<file path="src/rtl/dg_pkg.sv">
// Shared definitions for the data_gen packet generator: FSM encodings, word field
// offsets and the header/payload formatters also used to rebuild expected words.
package dg_pkg;

  typedef enum logic [1:0] {
    ST_IDLE = 2'd0,
    ST_HDR  = 2'd1,
    ST_PAY  = 2'd2
  } dg_state_e;

  localparam int SEQ_W_DEF     = 8;
  localparam int LEN_W         = 10;

  localparam int HDR_PORT_LSB  = 28;
  localparam int HDR_DA_LSB    = 24;
  localparam int HDR_PRIOR_LSB = 21;
  localparam int HDR_LEN_LSB   = 11;
  localparam int HDR_SEQ_LSB   = 0;

  localparam int PAY_SEQ_LSB   = 24;
  localparam int PAY_DA_LSB    = 20;
  localparam int PAY_IDX_LSB   = 10;
  localparam int PAY_LEN_LSB   = 0;

  function automatic logic [31:0] f_hdr(input logic [3:0]       port,
                                        input logic [3:0]       da,
                                        input logic [2:0]       prior,
                                        input logic [LEN_W-1:0] len,
                                        input logic [7:0]       seq);
    logic [31:0] w;
    w = '0;
    w[HDR_PORT_LSB  +: 4]     = port;
    w[HDR_DA_LSB    +: 4]     = da;
    w[HDR_PRIOR_LSB +: 3]     = prior;
    w[HDR_LEN_LSB   +: LEN_W] = len;
    w[HDR_SEQ_LSB   +: 8]     = seq;
    return w;
  endfunction

  function automatic logic [31:0] f_pay(input logic [7:0]       seq,
                                        input logic [3:0]       da,
                                        input logic [LEN_W-1:0] idx,
                                        input logic [LEN_W-1:0] len);
    logic [31:0] w;
    w = '0;
    w[PAY_SEQ_LSB +: 8]     = seq;
    w[PAY_DA_LSB  +: 4]     = da;
    w[PAY_IDX_LSB +: LEN_W] = idx;
    w[PAY_LEN_LSB +: LEN_W] = len;
    return w;
  endfunction

endpackage

</file>
<file path="src/rtl/dg_pkt_gen.sv">
// Packet generator: captures one (da, prior, len) command and streams a header word
// followed by len deterministic payload words on a valid/ready interface.
module dg_pkt_gen
  import dg_pkg::*;
#(
  parameter int         DATA_W  = 32,
  parameter logic [3:0] PORT_ID = 4'd0,
  parameter int         SEQ_W   = SEQ_W_DEF
) (
  input  logic              clk,
  input  logic              rst_n,
  input  logic [3:0]        i_da,
  input  logic [2:0]        i_prior,
  input  logic [9:0]        i_len,
  input  logic              i_vld,
  output logic              o_ready,
  output logic [DATA_W-1:0] o_data,
  output logic              o_valid,
  output logic              o_sop,
  output logic              o_eop,
  input  logic              i_ready,
  output logic              o_drop,
  output logic [15:0]       o_pkt_cnt
);

  dg_state_e        r_state;
  dg_state_e        w_state_nxt;
  logic             r_live;
  logic [3:0]       r_da;
  logic [2:0]       r_prior;
  logic [9:0]       r_len;
  logic [9:0]       r_idx;
  logic [SEQ_W-1:0] r_seq;
  logic [15:0]      r_pkt_cnt;

  logic             w_ready;
  logic             w_hs;
  logic             w_capture;
  logic             w_finish;
  logic             w_last_pay;
  logic [31:0]      w_word;
  logic [7:0]       w_seq8;

  // r_live holds o_ready low for the first clock after reset release
  assign w_ready    = (r_state == ST_IDLE) && r_live;
  assign w_capture  = i_vld && w_ready;
  assign w_hs       = o_valid && i_ready;
  assign w_last_pay = (r_idx == r_len);
  assign w_seq8     = 8'(r_seq);

  always_ff @(posedge clk or negedge rst_n) begin
    if (!rst_n) begin
      r_state   <= ST_IDLE;
      r_live    <= 1'b0;
      r_seq     <= '0;
      r_pkt_cnt <= '0;
    end else begin
      r_state <= w_state_nxt;
      r_live  <= 1'b1;
      if (w_finish) begin
        r_seq     <= r_seq + SEQ_W'(1);
        r_pkt_cnt <= r_pkt_cnt + 16'd1;
      end
    end
  end

  // Command fields and the payload index only matter while a packet is in flight
  always_ff @(posedge clk) begin
    if (w_capture) begin
      r_da    <= i_da;
      r_prior <= i_prior;
      r_len   <= i_len;
    end
    if (w_hs) begin
      if (r_state == ST_HDR) r_idx <= 10'd1;
      else                   r_idx <= r_idx + 10'd1;
    end
  end

  always_comb begin
    w_state_nxt = r_state;
    w_finish    = 1'b0;
    o_valid     = 1'b0;
    o_sop       = 1'b0;
    o_eop       = 1'b0;
    w_word      = '0;
    case (r_state)
      ST_IDLE: begin
        if (w_capture) w_state_nxt = ST_HDR;
      end
      ST_HDR: begin
        o_valid = 1'b1;
        o_sop   = 1'b1;
        o_eop   = (r_len == 10'd0);
        w_word  = f_hdr(PORT_ID, r_da, r_prior, r_len, w_seq8);
        if (w_hs) begin
          if (r_len == 10'd0) begin
            w_finish    = 1'b1;
            w_state_nxt = ST_IDLE;
          end else begin
            w_state_nxt = ST_PAY;
          end
        end
      end
      ST_PAY: begin
        o_valid = 1'b1;
        o_eop   = w_last_pay;
        w_word  = f_pay(w_seq8, r_da, r_idx, r_len);
        if (w_hs && w_last_pay) begin
          w_finish    = 1'b1;
          w_state_nxt = ST_IDLE;
        end
      end
      default: w_state_nxt = ST_IDLE;
    endcase
  end

  assign o_ready   = w_ready;
  assign o_data    = DATA_W'(w_word);
  assign o_drop    = i_vld && !w_ready && r_live;
  assign o_pkt_cnt = r_pkt_cnt;

endmodule

</file>
<file path="config.mk">
export PLATFORM = sky130hd
export DESIGN_NAME = dg_pkt_gen
export DESIGN_NICKNAME = d
export VERILOG_FILES = /design/src/rtl/dg_pkg.sv /design/src/rtl/dg_pkt_gen.sv
export SDC_FILE = /design/constraint.sdc
export NUM_CORES = 1
export LEC_CHECK = 0
export ABC_CLOCK_PERIOD_IN_PS = 6700
export CAP_MARGIN = 20
export CORE_MARGIN = 3
export CORE_UTILIZATION = 53
export DETAILED_ROUTE_END_ITERATION = 8
export HOLD_SLACK_MARGIN = 0.03
export PLACE_DENSITY = 0.85
export SETUP_SLACK_MARGIN = 0.05
export SLEW_MARGIN = 20
export SYNTH_ARGS = -nofsm -noshare
export SYNTH_HDL_FRONTEND = slang
export SYNTH_SLANG_ARGS = --single-unit
export TNS_END_PERCENT = 100
</file>
<file path="constraint.sdc">
create_clock -name clk -period 6.7 [get_ports clk]
set_input_delay 2.01 -clock clk [delete_from_list [all_inputs] [get_ports clk]]
set_output_delay 2.01 -clock clk [all_outputs]
set_load 0.02 [all_outputs]
</file>
==> results of run 1 <==
[layout by cell type, fill, tap and decap left out, drive strengths merged, types with 4 or more instances in the layout]
cell type | netlist | routed
and3 | 11 | 11
ha | 7 | 7
nand4 | 13 | 13
clkdlybuf4s50 | 0 | 73
dfrtp | 27 | 27
a21oi | 15 | 15
xor2 | 29 | 29
xnor2 | 9 | 9
clkbuf | 10 | 8
edfxtp | 27 | 27
a22o | 26 | 26
nand2 | 7 | 7
and2 | 4 | 4
nor2 | 14 | 14
inv | 5 | 5
nand3 | 16 | 16
nor4 | 6 | 6
[worst paths after layout]
check,end,cells after the start
max,o_drop,4
min,o_pkt_cnt[15]$_DFFE_PN0P_,1
max reg2reg,r_seq[1]$_DFFE_PN0P_,7
min reg2reg,o_pkt_cnt[15]$_DFFE_PN0P_,1
max in group asynchronous,r_seq[7]$_DFFE_PN0P_,2
min in group asynchronous,o_pkt_cnt[13]$_DFFE_PN0P_,2
[layer usage]
layer  track usage  vias to the layer above  wire, µm
met5             0                        -         0
met4        0.0642                        0        94
met3        0.0404                       11       466
met2         0.359                       91      3450
met1         0.313                     1138      2960
li1              -                     1080         -
[layout make-up]
| type | instances | share of cell area |
|---|---|---|
| sequential | 54 | 0.392 |
| multi-input combinational | 180 | 0.357 |
| timing repair buffer | 75 | 0.196 |
| clock buffer | 8 | 0.0267 |
| tap | 70 | 0.0231 |
| inverter | 5 | 0.00494 |
[registers in the layout, indices dropped and copies added, names as in the netlist]
name,count
o_pkt_cnt,16
r_da,4
r_idx,10
r_len,10
r_live,1
r_prior,3
r_seq,8
r_state,2
[critical path: stages]
cell	delay (ns)
clkdlybuf4s50_1	0.47
nand2_1	0.08
nor2_1	0.09
clkdlybuf4s50_1	0.60
[per-stage QoR]
stage,worst slack (ns),hold slack (ns),cells,utilization,cell area [µm²]
2_1_floorplan,2.34,0.456,253,-,2930
3_3_place_gp,1.47,0.460,384,0.705,3690
3_5_place_dp,1.45,0.465,384,0.705,3690
4_1_cts,1.41,0.478,392,0.725,3800
5_1_grt,1.41,0.495,392,0.725,3800
6_report,1.44,0.476,392,0.725,3800
[cell families after synthesis]
group	Yosys count	share of synthesized area
AO/OA/AOI/OAI	50	0.144
XOR/XNOR	38	0.114
adder cells (fa/ha/maj)	7	0.0299
buffers and inverters	19	0.0291
flip-flops	54	0.508
multiplexers	3	0.0115
other	1	0.00128
AND/OR/NAND/NOR	81	0.162
[power breakdown]
group	leakage [nW]	total, mW	switching (mW)	internal, mW
sequential	0.586	0.483	0.0658	0.417
combinational	0.815	0.558	0.314	0.244
clock	0.0506	0.196	0.0988	0.0969
total	1.45	1.24	0.479	0.758
==> metrics.cfg, run 1 <==
[clocking]
postCtsHoldBufs=0
cts.path.max_buffers=2
root_buffer=clkbuf_8
ctsResizeCount=0
cts_setup_buffers=0
cts.sinks=54
clk_pin_slew_ns=0.09
cts_buffers=5
h-tree-depth=2
cts_tree=done
clk_latency_ns=0.30

[logic_synthesis]
syn_inst=253
synthFlopType=edfxtp_1
synth.area.top_cells=edfxtp_1, dfrtp_1, xor2_1
synth_cell_types=39
yosysTopAreaCellShare=0.277
ys_warn_count=0
synth_largest_area_cell=edfxtp_1
synth_area_per_cell_um2=11.6
syn_nets=281
synthMostInstantiatedCell=xor2_1
synth_edf_count=27
synth-seq-cells=54
synth-seq-area-share=0.508
async_reset_ff_frac=0.500
syn_area_um2=2930
netlist_top_cells_count=xor2_1, dfrtp_1, edfxtp_1, a22o_1, nand3_1

[global_routing]
grt_pass1_vias=2261
grt_pass1_wl_um=11000
grt_start_max_net_pins=28
grt_antenna_before_repair=0
grtUsageTotal=0.225
overflow=0

[drt]
wl_per_cell_um=17.8
first_iter_violations=212
wirelength_um=6970
via_count=2320
firstDrtPassIters=5
antenna_left=0
drc=0
drt-vias-per-instance=5.92

[floorplan]
die-area_um2=6450
rows=26
io_pins=74
fp.dieH_um=80.3
start_util=0.559
dieWidth_um=80.3
coreArea_um2=5240

[min_path]
holdCritStartpoint=o_pkt_cnt[15]$_DFFE_PN0P_
hp-class=register to register

[placed_design]
place_congestion=0.854
port_buffers=73
place_hpwl_um=5040

[sta]
fin_crit_sh=0.785
maxSlewViolCount=0
final_hold_viol_count=0
fmax_ghz=0.190
grt_setup_unrepaired=false
relSlewSlack=0.410
tns_ns=0
tightest_slew_ns=0.884
setup_violations=0
fin_worst_skew_ns=0.00834
fin_crit_ns=5.26

[power_and_ir_drop]
ir_drop_mv=0.224
power_leakage_nw=1.45
powerDensity_nw_per_um2=326
total_power_mw=1.24

[run_status]
status=finished, final reports clean

[worst_setup_path]
crit_fanout=2
end_kind=primary output
crit_required_ns=4.69
startpoint_type=input pin
ff2ff_setup_slack_ns=3.82
crit_start=i_vld
reg2reg_from=r_state[0]$_DFFE_PN0P_
arrival_ns=3.25
crit_type=input pin to primary output

[cells_and_area]
syn_to_final_growth_pct=29.7
multi_input_area_um2=1360
antennaDiodeCount=0
nNetsFinal=349
drive_gt1_frac=0.0839
ff_latch_area_um2=1490
nFillCells=394

[run]
drv_cap=0

No activity file was read; power rests on OpenSTA's default activity.
==> run 2: changes to the inputs <==
- ABC_CLOCK_PERIOD_IN_PS: 6700 -> 5230
- CORE_UTILIZATION: 53 -> 49
- PLACE_DENSITY: 0.85 -> 0.8
- clock period: 6.7 -> 5.23 ns (I/O delays scaled with it)
==> metrics.cfg, run 2 (synthesized netlist as in run 1, its figures left out) <==
[clocking]
cts_tree=done
cts.sinks=54
clk_latency_ns=0.31
root_buffer=clkbuf_8
cts.path.max_buffers=2
ctsResizeCount=0
postCtsHoldBufs=0
clk_pin_slew_ns=0.10
h-tree-depth=2
cts_setup_buffers=0
cts_buffers=5

[worst_setup_path]
r2r_cells=7
cp_top_family=buffers and inverters
ff2ff_setup_slack_ns=2.44
startpoint_type=register
critPathCapture=o_data[5]
crit_start=r_state[1]$_DFFE_PN0P_
path_depth=7
arrival_ns=3.09
crit_required_ns=3.66
crit_fanout=16
crit_path_frequent_cell=inv_1
cp_slowest_cell=clkdlybuf4s50_1
critPathMaxStageDelay_ns=0.61
path_cells=inv_1 > ha_1 > inv_1 > nor2_1 > buf_4 > a22o_1 > clkdlybuf4s50_1
reg2reg_to=r_seq[1]$_DFFE_PN0P_
end_kind=primary output
reg2reg_from=r_state[1]$_DFFE_PN0P_
cp_num_buf_inv=4
crit_type=register to primary output

[sta]
final_hold_viol_count=0
setup_violations=0
tightest_slew_ns=0.824
fin_crit_ns=4.66
tns_ns=0
relSlewSlack=0.451
fmax_ghz=0.215
layout_setup_ws_ns=0.570
grt_setup_unrepaired=false
fin_crit_sh=0.891
maxSlewViolCount=0
fin_worst_skew_ns=0.00874
whs_ns=0.478

[placed_design]
dp_slack_ns=0.869
place_hpwl_um=5220
place_congestion=0.911
port_buffers=73

[power_and_ir_drop]
powerDensity_nw_per_um2=416
total_power_mw=1.58
power_leakage_nw=1.45
ir_drop_mv=0.214

[drt]
wl_per_cell_um=18.0
first_iter_violations=189
top_layer=met4
drc=0
antenna_left=0
drt-vias-per-instance=5.97
via_count=2364
wirelength_um=7140
wl_met3_um=468
wl_met2_um=3450
wl_met1_um=3080
firstDrtPassIters=6

[run]
drv_cap=0

[global_routing]
grt_antenna_before_repair=0
grtUsageTotal=0.214
grt_start_max_net_pins=28
overflow=0
grt_pass1_vias=2414
grt_pass1_wl_um=11900

[cells_and_area]
nNetsFinal=351
finalCoreUtilization=0.673
nFillCells=435
antennaDiodeCount=0
drive_gt1_frac=0.0895
largest_reg_flops=16
mostFrequentLayoutCell=clkdlybuf4s50_1
syn_to_final_growth_pct=29.6
final_cell_mix=clkdlybuf4s50_1, xor2_1, dfrtp_1, edfxtp_1, a22o_1

[floorplan]
start_util=0.519
io_pins=74
coreArea_um2=5640
rows=27
die-area_um2=6940
fp.dieH_um=83.3
dieWidth_um=83.3

[min_path]
hp-class=register to register

[run_status]
status=finished, final reports clean

-- run 2: changes by cell type in the layout (fill, tap and decap cells not counted), sizes merged --
cell / before / now
buf: 2 / 4
clkbuf: 8 / 7
inv: 5 / 6
-- run 2: how the worst min path moves through the flow --
stage,from,cells past startpoint,to
2_1_floorplan,r_seq[7]$_DFFE_PN0P_,1,r_seq[7]$_DFFE_PN0P_
3_3_place_gp,o_pkt_cnt[15]$_DFFE_PN0P_,1,o_pkt_cnt[15]$_DFFE_PN0P_
3_5_place_dp,o_pkt_cnt[15]$_DFFE_PN0P_,1,o_pkt_cnt[15]$_DFFE_PN0P_
4_1_cts,o_pkt_cnt[15]$_DFFE_PN0P_,1,o_pkt_cnt[15]$_DFFE_PN0P_
5_1_grt,o_pkt_cnt[15]$_DFFE_PN0P_,1,o_pkt_cnt[15]$_DFFE_PN0P_
6_report,o_pkt_cnt[15]$_DFFE_PN0P_,1,o_pkt_cnt[15]$_DFFE_PN0P_
-- run 2: final cells by class --
| cell class | count | area, µm² | area share |
|---|---|---|---|
| Timing Repair Buffer | 77 | 761 | 0.200 |
| Clock inverter | 1 | 6.26 | 0.00165 |
| Sequential cell | 54 | 1490 | 0.392 |
| Clock buffer | 7 | 76.3 | 0.0201 |
| Inverter | 5 | 18.8 | 0.00495 |
| Multi-Input combinational cell | 180 | 1360 | 0.357 |
| Tap cell | 72 | 90.1 | 0.0237 |
-- run 2: through the flow --
stage,std cells,cell area (µm²)
6_report,396,3790
5_1_grt,396,3790
4_1_cts,396,3790
3_5_place_dp,388,3710
3_3_place_gp,388,3710
2_1_floorplan,253,2930
-- run 2: metal layers --
layer | up-vias | GRT usage
li1 | 1084 | -
met1 | 1169 | 0.273
met2 | 95 | 0.344
met3 | 16 | 0.0615
met4 | 0 | 0.0832
met5 | - | 0
-- run 2: power breakdown --
group          internal, mW  leakage [nW]  switching (mW)
combinational         0.322         0.824           0.408
clock                0.0955        0.0428           0.135
sequential            0.534         0.586          0.0823
